[src/rtl/trigger_pulse_gen.sv]
// Burst pulse shaper behind the trigger delay stage: programmable width, gap and count.
// Build option: define TRIGGER_PULSE_GEN_RETRIGGER_EN to let a trigger restart a running burst.
module trigger_pulse_gen #(
  parameter int CNT_BITS   = 32,
  parameter int BURST_BITS = 16
) (
  input  logic                  clk,
  input  logic                  rst_n,
  input  logic                  trigger_pulse,
  input  logic [CNT_BITS-1:0]   pulse_width,
  input  logic [CNT_BITS-1:0]   pulse_gap,
  input  logic [BURST_BITS-1:0] pulse_count,
  input  logic                  cfg_update,
  output logic                  trigger_out,
  output logic                  busy,
  output logic                  done,
  output logic                  overrun
);

  typedef enum logic [1:0] {IDLE = 2'd0, HIGH = 2'd1, LOW = 2'd2} state_t;

  localparam logic [CNT_BITS-1:0]   CNT_ONE   = CNT_BITS'(1);
  localparam logic [BURST_BITS-1:0] BURST_ONE = BURST_BITS'(1);

  state_t                state, state_nx;
  logic [CNT_BITS-1:0]   cnt, cnt_nx;
  logic [BURST_BITS-1:0] burst, burst_nx;
  logic                  finish;
  logic                  restart;

  logic [CNT_BITS-1:0]   sh_width, sh_gap, pend_width, pend_gap;
  logic [BURST_BITS-1:0] sh_count, pend_count;
  logic                  pend;

  logic [CNT_BITS-1:0]   in_width, in_gap, eff_width;
  logic [BURST_BITS-1:0] in_count, eff_count;

  // Zero in any field means one; storing the clamped value keeps the counters simple.
  assign in_width  = (pulse_width == '0) ? CNT_ONE : pulse_width;
  assign in_gap    = (pulse_gap == '0) ? CNT_ONE : pulse_gap;
  assign in_count  = (pulse_count == '0) ? BURST_ONE : pulse_count;
  assign eff_width = (state == IDLE && cfg_update) ? in_width : sh_width;
  assign eff_count = (state == IDLE && cfg_update) ? in_count : sh_count;

`ifdef TRIGGER_PULSE_GEN_RETRIGGER_EN
  assign restart = trigger_pulse && (state != IDLE);
  assign overrun = 1'b0;
`else
  assign restart = 1'b0;

  always_ff @(posedge clk or negedge rst_n) begin
    if (!rst_n)
      overrun <= 1'b0;
    else if (trigger_pulse && state != IDLE)
      overrun <= 1'b1;
  end
`endif

  always_comb begin
    state_nx = state;
    cnt_nx   = cnt;
    burst_nx = burst;
    finish   = 1'b0;
    unique case (state)
      IDLE: begin
        if (trigger_pulse) begin
          state_nx = HIGH;
          cnt_nx   = eff_width - CNT_ONE;
          burst_nx = eff_count - BURST_ONE;
        end
      end
      HIGH: begin
        if (cnt == '0) begin
          if (burst == '0) begin
            state_nx = IDLE;
            finish   = 1'b1;
          end else begin
            state_nx = LOW;
            cnt_nx   = sh_gap - CNT_ONE;
            burst_nx = burst - BURST_ONE;
          end
        end else begin
          cnt_nx = cnt - CNT_ONE;
        end
      end
      LOW: begin
        if (cnt == '0) begin
          state_nx = HIGH;
          cnt_nx   = sh_width - CNT_ONE;
        end else begin
          cnt_nx = cnt - CNT_ONE;
        end
      end
      default: state_nx = IDLE;
    endcase
    // A restart overrides whatever the running burst was about to do, including finishing.
    if (restart) begin
      state_nx = HIGH;
      cnt_nx   = sh_width - CNT_ONE;
      burst_nx = sh_count - BURST_ONE;
      finish   = 1'b0;
    end
  end

  always_ff @(posedge clk or negedge rst_n) begin
    if (!rst_n) begin
      state       <= IDLE;
      cnt         <= '0;
      burst       <= '0;
      trigger_out <= 1'b0;
      busy        <= 1'b0;
      done        <= 1'b0;
    end else begin
      state       <= state_nx;
      cnt         <= cnt_nx;
      burst       <= burst_nx;
      trigger_out <= (state_nx == HIGH);
      busy        <= (state_nx != IDLE);
      done        <= finish;
    end
  end

  // Config arriving mid-burst is parked and only takes effect when the burst ends.
  always_ff @(posedge clk or negedge rst_n) begin
    if (!rst_n) begin
      sh_width   <= CNT_ONE;
      sh_gap     <= CNT_ONE;
      sh_count   <= BURST_ONE;
      pend       <= 1'b0;
      pend_width <= CNT_ONE;
      pend_gap   <= CNT_ONE;
      pend_count <= BURST_ONE;
    end else if (state == IDLE) begin
      if (cfg_update) begin
        sh_width <= in_width;
        sh_gap   <= in_gap;
        sh_count <= in_count;
      end
    end else if (finish) begin
      pend <= 1'b0;
      if (cfg_update) begin
        sh_width <= in_width;
        sh_gap   <= in_gap;
        sh_count <= in_count;
      end else if (pend) begin
        sh_width <= pend_width;
        sh_gap   <= pend_gap;
        sh_count <= pend_count;
      end
    end else if (cfg_update) begin
      pend       <= 1'b1;
      pend_width <= in_width;
      pend_gap   <= in_gap;
      pend_count <= in_count;
    end
  end

endmodule

[config.mk]
export PLATFORM = sky130hd
export DESIGN_NAME = trigger_pulse_gen
export DESIGN_NICKNAME = d
export VERILOG_FILES = /design/src/rtl/trigger_pulse_gen.sv
export SDC_FILE = /design/constraint.sdc
export NUM_CORES = 1
export LEC_CHECK = 0
export ABC_AREA = 1
export BUFFER_PORTS_ARGS = -buffer_cell sky130_fd_sc_hd__buf_4
export CAP_MARGIN = 20
export CELL_PAD_IN_SITES_DETAIL_PLACEMENT = 0
export CELL_PAD_IN_SITES_GLOBAL_PLACEMENT = 1
export CORE_MARGIN = 1.5
export CORE_UTILIZATION = 49
export DETAILED_ROUTE_END_ITERATION = 8
export PLACE_DENSITY_LB_ADDON = 0.2
export SKIP_LAST_GASP = 1
export SLEW_MARGIN = 20
export SYNTH_ARGS = -nofsm -noshare
export SYNTH_HDL_FRONTEND = slang
export SYNTH_SLANG_ARGS = --single-unit
export TNS_END_PERCENT = 100
[constraint.sdc]
create_clock -name clk -period 5.9 [get_ports clk]
set_clock_uncertainty 0.2 [all_clocks]
set_input_delay 0.59 -clock clk [delete_from_list [all_inputs] [get_ports clk]]
set_output_delay 0.59 -clock clk [all_outputs]
set_load 0.05 [all_outputs]
==> metrics.md <==
| Metric | Value |
|---|---|
| Register-to-Register Path Depth | 10 |
| Overall Global Routing Usage | 31.5% |
| Hold buffer count at cts | 1 |
| Slew headroom | 25.3% |
| Clock-pin slew of the registers on the worst-case setup and hold paths | 60 ps |
| Num ports | 88 |
| Core area | 0.0296 mm^2 |
| Achievable frequency | 268 MHz |
| Vias per cell | 5.56 |
| Netlist cell types | 52 |
| Mapped Avg Cell Area | 6.91 um^2 |
| Leak Pwr | 7.71 nW |
| DRC Markers | 0 |
| Area delta synth->final | 12.1% |
| Crit-path cells | inv_1 -> ha_1 -> buf_4 -> inv_2 -> nor2_1 -> nand2_2 -> nand2_1 -> nor2_4 -> buf_12 -> mux2_2 |
| Row count | 63 |
| Die area | 0.0311 mm^2 |
| Worst VDD drop | 0.239 mV |
| DR vias | 14300 |
| Clock Latency Late Sink | 550 ps |
| CTS tree | yes |
| R2R Setup Slk | 2160 ps |
| Antenna violations before repair | 1 |
| Post-CTS Setup Repair Bufs | 0 |
| CP max FO | 135 |
| Mapped Area | 0.0147 mm^2 |
| Die width | 176 um |
| Drt first pass iters | 6 |
| CP max stage cell | inv_2 |
| Placer Congestion | 0.958 |
| Mapped Cells | 2130 |
| Min Hold Slack | 70.9 ps |
| Reg2reg end | pend_gap[27] |
| Cts bufs inserted | 26 |
| Slew of the pin with the lowest slew margin | 1120 ps |
| Synth warnings | 0 |
| Post-CTS sizing | 0 |
| Pwr/cell area | 235 mW/mm^2 |
| Worst R2R Start | state[1] |
| Pin count of the biggest net entering global routing | 153 |
| Final TNS setup | 0 ps |
| Final Hold Viols | 0 |
| Unrepaired setup endpoints after global routing | false |
| Tightest Hold Check Type | in -> reg |
| CP endpoint kind | register |
| Initial Util | 49.7% |
| Hold path cells | 3 |
| Hold_sp | pulse_count[8] |
| Delay-heaviest family, CP | buffers and inverters |
| IO Port Bufs | 87 |
| Setup violators final | 0 |
| Dpl cells | 2527 |
| Worst path bufs/invs | 4 |
| Layout Nets | 2259 |
| Fill count | 2963 |
| Clk sinks | 215 |
| Multi-input logic area | 0.00799 mm^2 |
| H-tree levels | 1 |
| Global-route wire length before repair | 75800 um |
| Status | finished, final reports clean |
| Register Area | 0.00539 mm^2 |
| Root Driver | clkbuf_16 |
| Max Cap Viol | 0 |
| Vias in the first global route | 13700 |
| CP peak stage delay | 590 ps |
| Final Max Tran Viols | 0 |
| Routed Antenna Nets | 0 |
| Layout cells sized above 1 | 10.2% |
| Hold EP | pend_count[8] |
| Synth Net Count | 2223 |
| Period utilisation layout | 63.4% |
| Clock tree buffer depth | 3 |
| Post-DP HPWL | 36100 um |
| CP Data Arrival Time | 3970 ps |
| Crit Path Category | reg -> reg |
| Non-filler cells, final | 2577 |
| WL final | 48400 um |
| GRT overflow | 0 |
| Sequential-to-total area share from yosys stat | 36.6% |
| Routed WL per cell | 18.8 um |
| Crit path time final | 3740 ps |
| Crit path required time | 6130 ps |
| Synth Register Bits | 215 |
| Critical Path Start Type | register |
| DIE HEIGHT | 176 um |
| Initial DRC count | 1064 |
registers in the layout (all words and copies together) (netlist names):
register and cells:
sh_count 16, cnt 32, burst 16, overrun 1, pend_count 16, done 1
trigger_out 1, sh_width 32, sh_gap 32, busy 1, pend 1, pend_gap 32
pend_width 32, state 2
synthesized netlist by cell type, drive strengths merged:
cell type	number	area (um^2)
xnor2	16	140
a22oi	1	7.51
and3b	1	8.76
clkbuf	43	161
ha	9	113
nand3	139	701
o31ai	1	7.51
dfrtp	209	5230
nand2	589	2220
nand4	31	209
nor4	3	25.0
or2	4	27.5
a31oi	22	138
inv	229	860
o221ai	3	26.3
dfstp	6	158
nor3b	3	27.5
o22ai	4	25.0
o21bai	2	15.0
buf	51	349
nor2	282	1110
a21oi	58	302
o21a	60	450
xor2	69	604
o21ai	195	1080
a31o	1	8.76
a21o	1	7.51
o211ai	66	495
nand3b	5	37.5
nor3	19	115
a41o	1	10.0
mux2	3	33.8
clkinv	1	3.75
and2	3	18.8
worst max-delay path by stage:
stage | from | end | slack, ps | depth (start not counted)
2_1_floorplan | state[0] | cnt[24] | 2980 | 22
5_1_grt | state[0] | cnt[20] | 1830 | 16
3_5_place_dp | state[1] | pend_gap[27] | 2160 | 10
3_3_place_gp | state[0] | cnt[12] | 2280 | 16
4_1_cts | state[1] | pend_gap[27] | 2150 | 10
6_report | state[1] | pend_gap[27] | 2160 | 10
metrics by stage:
stage	cell area, um^2	power (mW)	setup slack, ps	util [%]
final	16500	3.88	2160	55.7
after floorplan	14700	1.91	2980	-
after CTS	16500	3.92	2150	55.7
after detailed placement	15500	2.10	2160	52.4
after global routing	16500	4.05	1830	55.7
after global placement	15500	2.09	2280	52.4
placed cells by master, fill, tap and decap left out, types with 16 or more instances in the layout:
| master | n |
|---|---|
| nand2_1 | 584 |
| nor2_1 | 265 |
| inv_1 | 220 |
| dfrtp_1 | 209 |
| nand3_1 | 138 |
| o21ai_0 | 137 |
| buf_4 | 97 |
| xor2_1 | 69 |
| o211ai_1 | 66 |
| o21a_1 | 60 |
| a21oi_1 | 57 |
| o21ai_1 | 35 |
| nand4_1 | 30 |
| clkbuf_16 | 26 |
| a31oi_1 | 22 |
| o21ai_2 | 20 |
| xnor2_1 | 16 |
routing by layer:
layer | routed length [um] | global-route usage, % | share of wire [%]
met1 | 21100 | 42.1 | 44
met2 | 21600 | 49.5 | 45
met3 | 3530 | 6.44 | 7.3
met4 | 2140 | 13.5 | 4.4
met5 | 0 | 0 | 0
area by class of cell:
| cell class | instances | share of cell area, % |
|---|---|---|
| antenna | 1 | 0.0152 |
| clock buffer | 33 | 4.34 |
| clock inverter | 15 | 1.53 |
| inverter | 230 | 5.24 |
| multi-input combinational | 1591 | 48.4 |
| sequential | 215 | 32.6 |
| tap | 390 | 2.95 |
| timing repair buffer | 102 | 4.92 |
kinds of logic after synthesis:
family / Yosys count / share of synthesized area, %
xor gates and xnor gates: 85 / 5.06
buffers and inverters: 324 / 9.33
muxes: 3 / 0.229
adders and majority gates: 9 / 0.765
AOI/OAI and AO/OA: 415 / 17.5
and+or+nand+nor: 1079 / 30.5
DFF: 215 / 36.6
power by group:
part,switching (mW),internal (mW),leakage (nW)
clock,0.677,1.12,0.476
combinational,0.290,0.160,4.71
sequential,0.0664,1.56,2.52
total,1.03,2.85,7.71
worst min-delay path, stage by stage:
cell and delay, ps:
buf_4 90, nand2_1 40, o21ai_0 60
Power figures use the tool's default switching activity.
